--- src/rtl/qpsk_frame_writer.sv ---
// Buffers demapped 128-bit QPSK words in a small FIFO and writes one frame of a
// programmed length to memory through a valid/ready write port.
module qpsk_frame_writer #(
    parameter int DEPTH_LOG2 = 2,
    parameter int AW         = 16
) (
    input  logic                  CLK,
    input  logic                  RST,
    input  logic                  start,
    input  logic [AW-1:0]         base_addr,
    input  logic [AW-1:0]         frame_words,
    input  logic                  in_valid,
    input  logic [127:0]          in_data,
    output logic                  wr_en,
    output logic [AW-1:0]         wr_addr,
    output logic [127:0]          wr_data,
    input  logic                  wr_ready,
    output logic                  busy,
    output logic                  done,
    output logic                  overflow,
    output logic [DEPTH_LOG2:0]   level
);

    localparam int DEPTH = 1 << DEPTH_LOG2;

    typedef enum logic [1:0] {IDLE, RUN, DRAIN, DONE} state_t;

    state_t                 state_q, state_d;
    logic                   in_valid_d_q;
    logic [AW-1:0]          cnt_q, cnt_d;
    logic [AW-1:0]          frame_words_q, frame_words_d;
    logic [AW-1:0]          next_addr_q, next_addr_d;
    logic                   overflow_q, overflow_d;
    logic [DEPTH_LOG2-1:0]  wr_ptr_q, wr_ptr_d;
    logic [DEPTH_LOG2-1:0]  rd_ptr_q, rd_ptr_d;
    logic [DEPTH_LOG2:0]    level_q, level_d;
    logic                   wr_en_q, wr_en_d;
    logic [AW-1:0]          wr_addr_q, wr_addr_d;
    logic [127:0]           wr_data_q, wr_data_d;
    logic [127:0]           fifo_mem [DEPTH];

    logic                   in_edge;
    logic                   fifo_full;
    logic                   fifo_empty;
    logic                   push;
    logic                   load;

    assign in_edge    = in_valid & ~in_valid_d_q;
    assign fifo_full  = (level_q == (DEPTH_LOG2+1)'(DEPTH));
    assign fifo_empty = (level_q == '0);
    // Full is judged on the current level only; a same-cycle pop does not make room.
    assign push       = (state_q == RUN) && in_edge && !fifo_full;
    assign load       = !fifo_empty && (!wr_en_q || wr_ready);

    always_comb begin
        state_d       = state_q;
        cnt_d         = cnt_q;
        frame_words_d = frame_words_q;
        next_addr_d   = next_addr_q;
        overflow_d    = overflow_q;
        wr_en_d       = wr_en_q;
        wr_addr_d     = wr_addr_q;
        wr_data_d     = wr_data_q;
        wr_ptr_d      = wr_ptr_q;
        rd_ptr_d      = rd_ptr_q;
        level_d       = level_q + (DEPTH_LOG2+1)'(push) - (DEPTH_LOG2+1)'(load);

        case (state_q)
            IDLE: begin
                if (start) begin
                    frame_words_d = frame_words;
                    cnt_d         = '0;
                    next_addr_d   = base_addr;
                    overflow_d    = 1'b0;
                    state_d       = (frame_words == '0) ? DONE : RUN;
                end
            end
            RUN: begin
                if (in_edge) begin
                    cnt_d = cnt_q + AW'(1);
                    if (fifo_full) begin
                        overflow_d = 1'b1;
                    end
                    if (cnt_q + AW'(1) == frame_words_q) begin
                        state_d = DRAIN;
                    end
                end
            end
            DRAIN: begin
                if (fifo_empty && !wr_en_q) begin
                    state_d = DONE;
                end
            end
            default: begin
                state_d = IDLE;
            end
        endcase

        if (push) begin
            wr_ptr_d = wr_ptr_q + DEPTH_LOG2'(1);
        end

        // Dropped words never reach the FIFO, so they consume no address.
        if (load) begin
            wr_en_d     = 1'b1;
            wr_data_d   = fifo_mem[rd_ptr_q];
            wr_addr_d   = next_addr_q;
            next_addr_d = next_addr_q + AW'(1);
            rd_ptr_d    = rd_ptr_q + DEPTH_LOG2'(1);
        end else if (wr_en_q && wr_ready) begin
            wr_en_d = 1'b0;
        end
    end

    always_ff @(posedge CLK or negedge RST) begin
        if (!RST) begin
            state_q       <= IDLE;
            in_valid_d_q  <= 1'b0;
            cnt_q         <= '0;
            frame_words_q <= '0;
            next_addr_q   <= '0;
            overflow_q    <= 1'b0;
            wr_ptr_q      <= '0;
            rd_ptr_q      <= '0;
            level_q       <= '0;
            wr_en_q       <= 1'b0;
            wr_addr_q     <= '0;
            wr_data_q     <= '0;
        end else begin
            state_q       <= state_d;
            in_valid_d_q  <= in_valid;
            cnt_q         <= cnt_d;
            frame_words_q <= frame_words_d;
            next_addr_q   <= next_addr_d;
            overflow_q    <= overflow_d;
            wr_ptr_q      <= wr_ptr_d;
            rd_ptr_q      <= rd_ptr_d;
            level_q       <= level_d;
            wr_en_q       <= wr_en_d;
            wr_addr_q     <= wr_addr_d;
            wr_data_q     <= wr_data_d;
        end
    end

    always_ff @(posedge CLK) begin
        if (push) begin
            fifo_mem[wr_ptr_q] <= in_data;
        end
    end

    assign wr_en    = wr_en_q;
    assign wr_addr  = wr_addr_q;
    assign wr_data  = wr_data_q;
    assign busy     = (state_q == RUN) || (state_q == DRAIN);
    assign done     = (state_q == DONE);
    assign overflow = overflow_q;
    assign level    = level_q;

endmodule

--- config.mk ---
export PLATFORM = sky130hd
export DESIGN_NAME = qpsk_frame_writer
export DESIGN_NICKNAME = d
export VERILOG_FILES = /design/src/rtl/qpsk_frame_writer.sv
export SDC_FILE = /design/constraint.sdc
export NUM_CORES = 1
export LEC_CHECK = 0
export CAP_MARGIN = 20
export CORE_MARGIN = 10
export CORE_UTILIZATION = 56
export CTS_CLUSTER_DIAMETER = 30
export DETAILED_ROUTE_END_ITERATION = 6
export MAX_ROUTING_LAYER = met4
export PLACE_DENSITY = 0.88
export SLEW_MARGIN = 10
export SYNTH_ARGS = -nofsm -noshare
export SYNTH_HDL_FRONTEND = slang
export SYNTH_SLANG_ARGS = --single-unit
--- constraint.sdc ---
create_clock -name CLK -period 6.1 [get_ports CLK]
set_input_delay 1.83 -clock CLK [delete_from_list [all_inputs] [get_ports CLK]]
set_output_delay 1.83 -clock CLK [all_outputs]
set_load 0.05 [all_outputs]
==> results of run 1 <==
-- critical path, stage by stage, from the launching register on --
cell and delay [ns]:
dfrtp_1 0.39, inv_1 0.10, ha_1 0.31, clkdlybuf4s50_1 0.81
-- Yosys cell counts (2+ instances only) --
cell type,number
nand4_1,5
and3_1,3
mux2_2,16
edfxtp_1,512
clkbuf_1,45
buf_6,2
a31oi_1,2
nor3b_1,2
inv_1,14
buf_4,2
mux2i_1,4
o21ai_0,35
or3_1,2
o32a_1,2
dfrtp_1,204
a211oi_1,6
nor4_1,5
o221a_2,2
o31ai_1,4
xor2_1,10
xnor2_1,20
o22ai_1,3
nor2b_1,2
a21oi_1,18
and2_1,5
nand2_1,456
nand2b_1,3
nand3_1,14
nor2_1,42
ha_1,12
nor3_1,5
buf_1,13
mux4_2,128
buf_2,12
o41ai_1,4
a311oi_1,3
nor4_4,2
-- area by class of cell --
class / count / area, sq um / share of cell area (%)
antenna: 11 / 27.53 / 0.07796
clock inverter: 91 / 954.7 / 2.704
multi-input combinational: 837 / 6412 / 18.16
clock buffer: 139 / 3178 / 9.001
sequential: 716 / 20490 / 58.02
timing repair buffer: 333 / 3422 / 9.692
tap: 615 / 769.5 / 2.179
inverter: 14 / 57.56 / 0.1630
-- cells by family (layout without fill, tap and decap cells) --
group | count (synthesis) | count (layout) | share of synthesized area, %
fa+ha+maj | 13 | 13 | 0.6246
buf+inv | 88 | 577 | 1.350
other cells | 0 | 11 | 0
simple gates | 560 | 560 | 8.520
xor+xnor | 30 | 30 | 0.9645
flops | 716 | 716 | 75.18
mux | 148 | 148 | 11.39
compound gates | 86 | 86 | 1.975
-- through the flow --
stage / total power [uW] / hold slack [ns]
after floorplan: 10690 / 0.4533
after global placement: 12580 / 0.4572
after detailed placement: 12750 / 0.4624
after CTS: 19640 / 0.4743
after global routing: 20270 / 0.4883
final: 19560 / 0.4682
-- sequential cells by signal, indices dropped and copies added, names as in the netlist, 2 cells and up --
register,flops
wr_addr,16
fifo_mem,512
wr_ptr_q,2
rd_ptr_q,2
next_addr_q,16
cnt_q,16
state_q,2
frame_words_q,16
wr_data,128
level,3
-- power by group --
| part | total (uW) | internal (uW) | switching (uW) |
|---|---|---|---|
| logic | 6090 | 2250 | 3840 |
| clock network | 6720 | 4220 | 2500 |
| registers | 6750 | 6040 | 708 |
-- final timing paths --
kind	slack [ns]	to	cells past startpoint	from
worst max-delay path	2.02	busy	3	state_q[0]
worst min-delay path	0.47	wr_data[94]	2	wr_data[94]
worst max register to register	3.00	wr_data[54]	6	level[1]
worst min register to register	0.47	wr_data[94]	2	wr_data[94]
max in group asynchronous	3.73	wr_addr[15]	2	RST
min in group asynchronous	1.31	wr_data[108]	1	RST
-- per-layer routing --
layer | share of wire [%] | wire, um | up-vias
li1 | - | - | 6915
met3 | 8.3 | 6008 | 125
met1 | 36 | 26340 | 8361
met4 | 2.3 | 1664 | 0
met2 | 53 | 38310 | 860
met5 | 0 | 0 | -
==> results, run 1 <==
- At the end of the flow, the number of nets in the layout was between 2000 and 2500.
- STA classifies the critical path startpoint as a register.
- For this run, the register share of the synthesized area comes to 75.18%.
- The min-delay analysis places its worst path in the category register to register.
- The cell area after placement is ~31000 sq um.
- In this run, synthesis produced a sequential element count of approximately 720.
- The routed design could run at a clock period as short as 4.082 ns.
- Yosys mapped a number of flops with a built-in enable equal to slightly above 500.
- The die span in y is around 240 um.
- After clock tree synthesis, the setup repair step added 0 buffers.
- The Yosys warning count is 0.
- The global-route track usage on met1 is a little under a third.
- The first-pass GRT wire length is around 110 mm.
- Setup repair after global routing left no endpoint under its margin.
- The clock arrives with approximately 0.043 ns of skew.
- The antenna violation net count after detailed routing is 0.
- After synthesis, the share of flip-flops with an asynchronous set or reset is roughly 28%.
- The total wire length is slightly above 70 mm.
- The horizontal die dimension is between 200 and 250 um.
- For this design the ratio of total power to cell area is ~550 nW/um^2.
- The number of global-route vias before repair is around 17000.
- The routed wirelength normalized by instance count is roughly 26 um.
- The congestion estimate from routability-driven global placement came to 0.8237.
- TritonCTS built the clock tree.
- Data on the critical path is required at its endpoint by ~4.3 ns.
- The number of non-filler instances in the completed layout is ~2800.
- The core region area is 47950 sq um.
- The level count of the clock H-tree is 3.
- The effective utilization at floorplan is a little under three fifths.
- The post-detailed-placement half-perimeter wirelength is a little under 40 mm.
- The routing usage on met3 is under 10%.
- The post-route DRC violation count is 0.
- The number of hold violations in the final report is 0.
- The via total after detailed routing is ~16000.
- The commonest non-fill, non-tap cell in the layout is edfxtp_1.
- The cell area that synthesis handed to floorplanning was about 27000 sq um.
- The core utilization of the finished layout is 73.64%.
- For this run, the top clock speed supported by timing is between 200 and 250 MHz.
- STA puts the critical path data arrival time at ~2.3 ns.
- The library cells used most frequently in the layout, excluding fill and tap cells, are edfxtp_1, nand2_1, clkdlybuf4s50_1, dfrtp_1, mux4_2.
- The die covers between 50000 and 60000 sq um.
- Of the available clock period, the critical path in the final layout requires 66.92%.
- The number of input and output port buffers inserted is 315.
- Setup slack closes at a little over 2 ns.
- After routing the design area is 35310 sq um.
- Global routing finished with a remaining overflow of 0.
- The met2 routing resource usage after global routing is between 40% and 50%.
- The final sum of negative setup slack is 0 ns.
- The cell at the root of the clock tree is clkbuf_16.
- The post-route netlist has 18.59% of its cells at a drive strength greater than 1.
- Along the worst path, the maximum fanout reaches 3.
- The count of TritonRoute iterations in the first routing pass is 5.
- The synthesized area per cell is ~17 sq um.
- The number of max-cap violations is 0.
- After clock tree synthesis, the clock-pin slew on the worst setup and hold paths is approximately 0.05 ns.
- The normalized max-slew margin is 25.27%.
- After synthesis, the cell types taking the most area are edfxtp_1, dfrtp_1, mux4_2.
- Summed over all cells, the static leakage comes to approximately 0.013 uW.
- The flow ran to the end, and the final reports show no timing, DRC or antenna violations.
- Synthesis produced a netlist with a net count of between 1500 and 2000.
- The worst-case IR drop observed on VDD is 0.4013 mV.
- The clock passes through at most 3 buffers.
- After synthesis, the netlist uses roughly 60 different library cells.
- Entering global routing, the biggest net connects around 110 pins.
- For this run, the total global-route usage over all layers was measured as ~26%.
- The kind of critical path is register to primary output.
- The final-report max-slew violation count is 0.
- At the pin with the least slew margin, the transition time is around 1.1 ns.
- Before CTS, the worst setup slack after placement is around 1.5 ns.
- The final-layout fill cell count is 2618.
- The number of rows created at floorplan is 80.
- The synthesized design spends more area on one cell type than any other, namely edfxtp_1.
- Once placement completed, the tool counted placed cells totaling between 2000 and 3000.
- The clock net in this run drives a total of 716 sinks.
- The count of final setup violators is 0.
- The most used routing layer in global routing is met2.
- In this run the count of I/O pins placed on the die edge is 316.
- The area share of the largest cell type after synthesis is about 56%.
- The clock latency on the worst-skew pair is 0.67 ns.
- In this run, post-CTS repair resized a total of 0 instances.
- The initial DRC count is roughly 1400.
- The initial antenna violation count is 8.
- Clock tree synthesis inserted a total of between 100 and 150 buffers.
- The via density per instance is a little under 6.
- Relative to the synthesized area, the layout overhead comes to 29.61%.
- Buffers inserted to repair hold after CTS numbered 0.
- The most used flip-flop cell after synthesis is edfxtp_1.
- The number of cells produced by synthesis is ~1600.
- The critical path capture point type is a primary output.
(Power assumes the default switching activity.)
==> run 2: changes to the inputs <==
--- a/config.mk
+++ b/config.mk
@@ -7,11 +7,11 @@
 export LEC_CHECK = 0
 export CAP_MARGIN = 20
 export CORE_MARGIN = 10
-export CORE_UTILIZATION = 56
+export CORE_UTILIZATION = 50
 export CTS_CLUSTER_DIAMETER = 30
 export DETAILED_ROUTE_END_ITERATION = 6
 export MAX_ROUTING_LAYER = met4
-export PLACE_DENSITY = 0.88
+export PLACE_DENSITY = 0.83
 export SLEW_MARGIN = 10
 export SYNTH_ARGS = -nofsm -noshare
 export SYNTH_HDL_FRONTEND = slang
==> constraint.sdc (replaced) <==
create_clock -name CLK -period 3.7 [get_ports CLK]
set_input_delay 1.11 -clock CLK [delete_from_list [all_inputs] [get_ports CLK]]
set_output_delay 1.11 -clock CLK [all_outputs]
set_load 0.05 [all_outputs]
==> results, run 2 (synthesis gave the netlist of run 1 again) <==
- The slew at the pin closest to its max-slew limit is 1.038 ns (was 1.121 ns).
- The buffers inserted during post-CTS setup optimization is 0 (unchanged).
- The global-route track usage on met1 was 25.91% (was 31.03%).
- The via total after detailed routing came to 15940 (was 16260).
- The I/O pin count is 316 (unchanged).
- Top library cells by usage in the layout, fill and taps aside: edfxtp_1, nand2_1, clkdlybuf4s50_1, dfrtp_1, clkbuf_16 (was edfxtp_1, nand2_1, clkdlybuf4s50_1, dfrtp_1, mux4_2).
- The core region area came to 53920 sq um (was 47950 sq um).
- The count of TritonRoute iterations in the first routing pass is 5 (unchanged).
- CP Cell Sequence: inv_1, ha_1, clkdlybuf4s50_1 (unchanged).
- The power density relative to cell area is 922.6 nW/um^2 (was 554.0 nW/um^2).
- The layout overhead on the synthesized area is 32.47% (was 29.61%).
- The count of buffering cells on the critical path with inverters included is 2 (unchanged).
- The horizontal die dimension is 253.4 um (was 240.6 um).
- The via density per instance is 5.543 (was 5.900).
- The flip-flop count of the largest register after layout is 512 (unchanged).
- The total grt overflow is 0 (unchanged).
- The number of hold violations in the final report is 0 (unchanged).
- The die span in y came to 253.4 um (was 240.6 um).
- The final critical delay including setup and external delays is ~3.4 ns.
- The most used routing layer in global routing was met2 (unchanged).
- The post-route standard cell area excluding fillers was 36090 sq um (was 35310 sq um).
- The final-layout fill cell count is 3398 (was 2618).
- The maximum number of pins on one net before global-route repair came to 158 (was 111).
- The antenna violation net count after detailed routing was 0 (unchanged).
- The clock tree from TritonCTS is built (unchanged).
- The first-pass GRT wire length is 103.0 mm (was 109.2 mm).
- The power after layout is 33290 uW (was 19560 uW).
- The kind of critical path is register to primary output (unchanged).
- The post-cts hold buffer count is 0 (unchanged).
- The final worst-path cycle share is 92.13%.
- The normalized max-slew margin is 30.80% (was 25.27%).
- The clock input transition at the sequential cells of the worst setup and hold paths is 0.05 ns (about the same).
- The final-report max-slew violation count is 0 (unchanged).
- The final sum of negative setup slack came to 0 ns (unchanged).
- The routing usage on met3 is 6.459% (was 6.228%).
- The number of buffers on the longest clock path is 3 (unchanged).
- The number of buffers created by CTS was 135 (was 120).
- Outcome: complete, no violations (unchanged).
- The cell at the root of the clock tree is clkbuf_16 (unchanged).
- The commonest non-fill, non-tap cell in the layout is edfxtp_1 (unchanged).
- The level count of the clock H-tree is 4 (was 3).
- The maximum VDD drop was 0.8326 mV (was 0.4013 mV).
- The post-route DRC violation count is 0 (unchanged).
- The sink count of the clock tree is 716 (unchanged).
- The met2 routing resource usage after global routing was 34.81% (was 43.03%).
- The final weighted congestion in routability-driven placement is 0.8420 (was 0.8237).
- The die area is 64220 sq um (was 57870 sq um).
- The register with the most flip-flops is fifo_mem (unchanged).
- The number of max-cap violations is 0 (unchanged).
- The top fanout value on the critical path is 3 (unchanged).
- The number of rows created at floorplan is 85 (was 80).
- The area used by sequential logic in the layout came to 20490 sq um (unchanged).
- The number of input and output port buffers inserted is 315 (unchanged).
- The routed wirelength normalized by instance count is 23.41 um (was 26.24 um).
- Static timing analysis puts the maximum clock frequency at 293.3 MHz.
- The clock latency on the worst-skew pair was 0.72 ns (was 0.67 ns).
- The library cell contributing the largest single delay on the critical path is clkdlybuf4s50_1 (unchanged).
- The count of final setup violators is 0 (unchanged).
- The internal reg-to-reg setup slack is 1.27 ns (was 3.00 ns).
- The initial DRC count is 1158 (was 1445).
- The count of nets after finishing is 2228 (was 2200).
- Unrepaired setup endpoints after global routing: false (unchanged).
- The clock skew after layout is 0.05396 ns (was 0.04340 ns).
- The critical path launch point type is a register (unchanged).
- The arrival time at the worst endpoint is 2.30 ns (was 2.25 ns).
- The post-detailed-placement half-perimeter wirelength is 38.78 mm (was 38.83 mm).
- The class of the tightest hold or removal check is primary input to asynchronous set/reset pin (was register to register).
- The static power due to leakage is 0.01359 uW (was 0.01324 uW).
- The total area of multi-input combinational cells is 6412 sq um (unchanged).
- The largest stage delay on the critical path is 0.81 ns (about the same).
- The cell area after placement is 31360 sq um (was 31130 sq um).
- The number of global-route vias before repair is 17150 (was 17360).
- The number of cells upsized or downsized after cts is 0 (unchanged).
- The effective utilization at floorplan is 50.52% (was 56.82%).
- The critical path data required time was 2.59 ns (was 4.27 ns).
- The initial antenna violation count came to 16 (was 8).
- The family with the most delay on the worst path is buffers and inverters (unchanged).
- The total wire length is 67.30 mm (was 72.32 mm).
- The overall global routing resource usage is 21.94% (was 25.89%).
- The fraction of final layout cells sized beyond drive strength 1 was 19.69% (was 18.59%).
- The critical path capture point type is a primary output (unchanged).
==> run 2: cell count changes in the layout (fill, tap and decap cells not counted), sizes merged <==
cell and delta:
clkbuf +30, buf +13, clkinv -7, diode +5, clkinvlp -4, bufinv +2
inv -1
==> run 2: worst reg2reg max path, delay by kind of cell, from the launching register on <==
family | cells | cell delay [ns]
xor gates and xnor gates | 1 | 0.14
and+or+nand+nor | 4 | 0.98
DFF | 1 | 0.49
AOI/OAI and AO/OA | 1 | 0.16
muxes | 1 | 0.15
adders and majority gates | 1 | 0.37
==> run 2: power breakdown <==
part / leakage [uW] / internal [uW] / switching, uW / total [uW]
Clock: 0.00226 / 8060 / 4240 / 12300
Sequential: 0.00708 / 9960 / 1030 / 11000
Combinational: 0.00425 / 3750 / 6260 / 10000
Total: 0.0136 / 21800 / 11500 / 33300
==> run 2: path summary, 6_finish.rpt <==
| kind | endpoint | depth (start not counted) | from |
|---|---|---|---|
| worst min register to register | wr_addr[6] | 2 | wr_addr[6] |
| worst min-delay path | wr_addr[15] | 1 | RST |
| worst max-delay path | busy | 3 | state_q[0] |
| max in group asynchronous | wr_data[78] | 2 | RST |
| worst max register to register | state_q[1] | 8 | cnt_q[0] |
| min in group CLK | wr_addr[6] | 2 | wr_addr[6] |
==> run 2: layer usage <==
layer	vias up	wire length, um
li1	6977	-
met2	653	34700
met5	-	0
met3	130	5271
met4	0	1702
met1	8175	25620
==> run 2: stage by stage <==
step | cells | setup slack (ns) | hold WS [ns] | util, %
floorplan | 1641 | 0.05043 | 0.4533 | -
global placement | 2608 | 0.3931 | 0.4574 | 58.16
detailed placement | 2608 | 0.3991 | 0.4619 | 58.16
CTS | 2858 | 0.2560 | 0.4161 | 66.84
global route | 2875 | 0.2175 | 0.4390 | 66.93
finish | 2875 | 0.2911 | 0.4128 | 66.93
==> run 2: final cells by class <==
class	instances	area share, %
Clock buffer	169	10.31
Inverter	14	0.1595
Antenna cell	16	0.1109
Timing Repair Buffer	346	9.812
Tap cell	696	2.413
Clock inverter	81	2.656
Sequential cell	716	56.77
Multi-Input combinational cell	837	17.77
==> run 3: changes to the inputs <==
--- a/config.mk
+++ b/config.mk
@@ -11,7 +11,7 @@
 export CTS_CLUSTER_DIAMETER = 30
 export DETAILED_ROUTE_END_ITERATION = 6
 export MAX_ROUTING_LAYER = met4
-export PLACE_DENSITY = 0.83
+export PLACE_DENSITY = 0.71
 export SLEW_MARGIN = 10
 export SYNTH_ARGS = -nofsm -noshare
 export SYNTH_HDL_FRONTEND = slang
==> constraint.sdc (replaced) <==
create_clock -name CLK -period 3.7 [get_ports CLK]
set_input_delay 0.74 -clock CLK [delete_from_list [all_inputs] [get_ports CLK]]
set_output_delay 0.74 -clock CLK [all_outputs]
set_load 0.05 [all_outputs]
==> results, run 3 (synthesis gave the netlist of run 1 again) <==
- The maximum VDD drop is 0.6745 mV (was 0.8326 mV).
- The initial DRC count came to 1181 (was 1158).
- The final setup slack of the worst path came to 0.6680 ns (was 0.2911 ns).
- The core utilization of the finished layout is 66.75% (was 66.93%).
- The cell at the root of the clock tree is clkbuf_16 (unchanged).
- The commonest non-fill, non-tap cell in the layout was edfxtp_1 (unchanged).
- The number of max-cap violations is 0 (unchanged).
- The post-cts hold buffer count came to 0 (unchanged).
- The via density per instance is 5.451 (was 5.543).
- The power density relative to cell area is 913.4 nW/um^2 (was 922.6 nW/um^2).
- The number of cells upsized or downsized after cts was 0 (unchanged).
- The via total after detailed routing came to 15630 (was 15940).
- The core region area is 53920 sq um (unchanged).
- The clock skew after layout was 0.02700 ns (was 0.05396 ns).
- The total grt overflow is 0 (unchanged).
- The number of hold violations in the final report is 0 (unchanged).
- The maximum clock frequency is 329.8 MHz (was 293.3 MHz).
- The critical path launch point type is a register (unchanged).
- Unrepaired setup endpoints after global routing: false (unchanged).
- The normalized max-slew margin is 39.11% (was 30.80%).
- The launching point of the worst reg2reg path is state_q[1] (was cnt_q[0]).
- The first-pass GRT wire length is 101.6 mm (was 103.0 mm).
- The clock input transition at the sequential cells of the worst setup and hold paths is 0.04 ns (was 0.05 ns).
- The number of rows created at floorplan came to 85 (unchanged).
- The class of the tightest hold or removal check was primary input to asynchronous set/reset pin (unchanged).
- The kind of critical path is register to primary output (unchanged).
- The final-layout fill cell count is 3524 (was 3398).
- The final-report max-slew violation count is 0 (unchanged).
- The antenna violation net count after detailed routing is 0 (unchanged).
- The clock latency on the worst-skew pair came to 0.68 ns (was 0.72 ns).
- The final critical delay including setup and external delays is 3.032 ns (was 3.409 ns).
- The count of final setup violators came to 0 (unchanged).
- The static power due to leakage came to 0.01351 uW (was 0.01359 uW).
- The maximum number of pins on one net before global-route repair came to 77 (was 158).
- The count of TritonRoute iterations in the first routing pass was 5 (unchanged).
- The critical path data required time is 2.96 ns (was 2.59 ns).
- The fraction of final layout cells sized beyond drive strength 1 came to 19.19% (was 19.69%).
- The count of nets after finishing is 2229 (was 2228).
- The number of buffers created by CTS came to 133 (was 135).
- The final weighted congestion in routability-driven placement is 0.8244 (was 0.8420).
- Outcome: complete, no violations (unchanged).
- The level count of the clock H-tree came to 4 (unchanged).
- The post-detailed-placement half-perimeter wirelength was 40.51 mm (was 38.78 mm).
- The arrival time at the worst endpoint was 2.29 ns (was 2.30 ns).
- The number of global-route vias before repair is 17050 (was 17150).
- The slew at the pin closest to its max-slew limit was 0.9134 ns (was 1.038 ns).
- The post-placement worst setup slack is 0.5950 ns (was 0.3991 ns).
- The final sum of negative setup slack is 0 ns (unchanged).
- The register with the most flip-flops is fifo_mem (unchanged).
- The initial antenna violation count is 15 (was 16).
- Top library cells by usage in the layout, fill and taps aside: edfxtp_1, nand2_1, clkdlybuf4s50_1, dfrtp_1, clkbuf_16 (unchanged).
- The die span in y was 253.4 um (unchanged).
- The final worst-path cycle share is 81.94% (was 92.13%).
- The horizontal die dimension came to 253.4 um (unchanged).
- The total wire length was 65.90 mm (was 67.30 mm).
- The overall global routing resource usage is 21.70% (was 21.94%).
- The critical path capture point type is a primary output (unchanged).
- The post-route DRC violation count is 0 (unchanged).
- The top fanout value on the critical path came to 3 (unchanged).
- The worst setup path startpoint is state_q[1] (was state_q[0]).
- The die area is 64220 sq um (unchanged).
- The flip-flop count of the largest register after layout is 512 (unchanged).
- The effective utilization at floorplan is 50.52% (unchanged).
- The sink count of the clock tree is 716 (unchanged).
- The clock tree from TritonCTS is built (unchanged).
- The number of input and output port buffers inserted is 315 (unchanged).
- The I/O pin count is 316 (unchanged).
- The routed wirelength normalized by instance count was 22.98 um (was 23.41 um).
- The layout overhead on the synthesized area is 32.11% (was 32.47%).
- The buffers inserted during post-CTS setup optimization is 0 (unchanged).
- The number of buffers on the longest clock path is 3 (unchanged).
[run 3: changes by cell type in the layout (fill, tap and decap cells not counted), moves of 2 or more]
cell | previous run | this run
clkbuf_8 | 15 | 3
buf_12 | 12 | 19
clkbuf_1 | 16 | 21
buf_4 | 19 | 15
clkinvlp_4 | 12 | 16
inv_16 | 4 | 0
inv_8 | 0 | 4
inv_6 | 14 | 11
bufinv_16 | 12 | 14
clkinv_16 | 2 | 0
clkinv_4 | 13 | 11
clkinv_8 | 2 | 0
[run 3: through the flow]
| stage | area [sq um] | hold slack, ns | cells | total power (uW) |
|---|---|---|---|---|
| 2_1_floorplan | 27250 | 0.4444 | 1641 | 17600 |
| 3_3_place_gp | 31470 | 0.4571 | 2611 | 21060 |
| 3_5_place_dp | 31480 | 0.4616 | 2612 | 21200 |
| 4_1_cts | 35950 | 0.07856 | 2853 | 33240 |
| 5_1_grt | 35990 | 0.1032 | 2868 | 34290 |
| 6_report | 35990 | 0.07873 | 2868 | 32870 |
[run 3: routing by layer]
layer  share of wire [%]  up-vias  GRT usage [%]
li1                    -     6977              -
met1                  41     8040          26.89
met2                  50      525          33.67
met3                 7.5       91          6.356
met4                 2.0        0          7.846
met5                   0        -              -
[run 3: critical path: stages, from the launching register on]
cell and delay [ns]:
dfrtp_1 0.37, inv_1 0.09, ha_1 0.32, clkdlybuf4s50_1 0.83
[run 3: final timing paths]
kind	end	depth (start not counted)	slack, ns
setup / recovery	busy	3	0.67
hold / removal	wr_data[110]	1	0.08
setup reg to reg	level[2]	13	1.03
hold reg to reg	wr_addr[12]	2	0.47
max in group asynchronous	wr_data[32]	2	2.68
min in group CLK	wr_addr[12]	2	0.47
[run 3: layout make-up]
type | count | area, sq um | share of cell area (%)
inverters | 14 | 57.56 | 0.1599
diodes | 15 | 37.54 | 0.1043
repair buffers | 349 | 3651 | 10.14
multi-input cells | 837 | 6412 | 17.82
flip-flops and latches | 716 | 20490 | 56.93
well taps | 696 | 870.8 | 2.420
clock buffers | 163 | 3598 | 9.999
clock inverters | 78 | 874.6 | 2.430
[run 3: power breakdown]
| group | internal [uW] | total, uW | switching (uW) |
|---|---|---|---|
| sequential | 9960 | 11000 | 1040 |
| clock | 7910 | 11900 | 3960 |
| combinational | 3770 | 9990 | 6220 |
| total | 21600 | 32900 | 11200 |
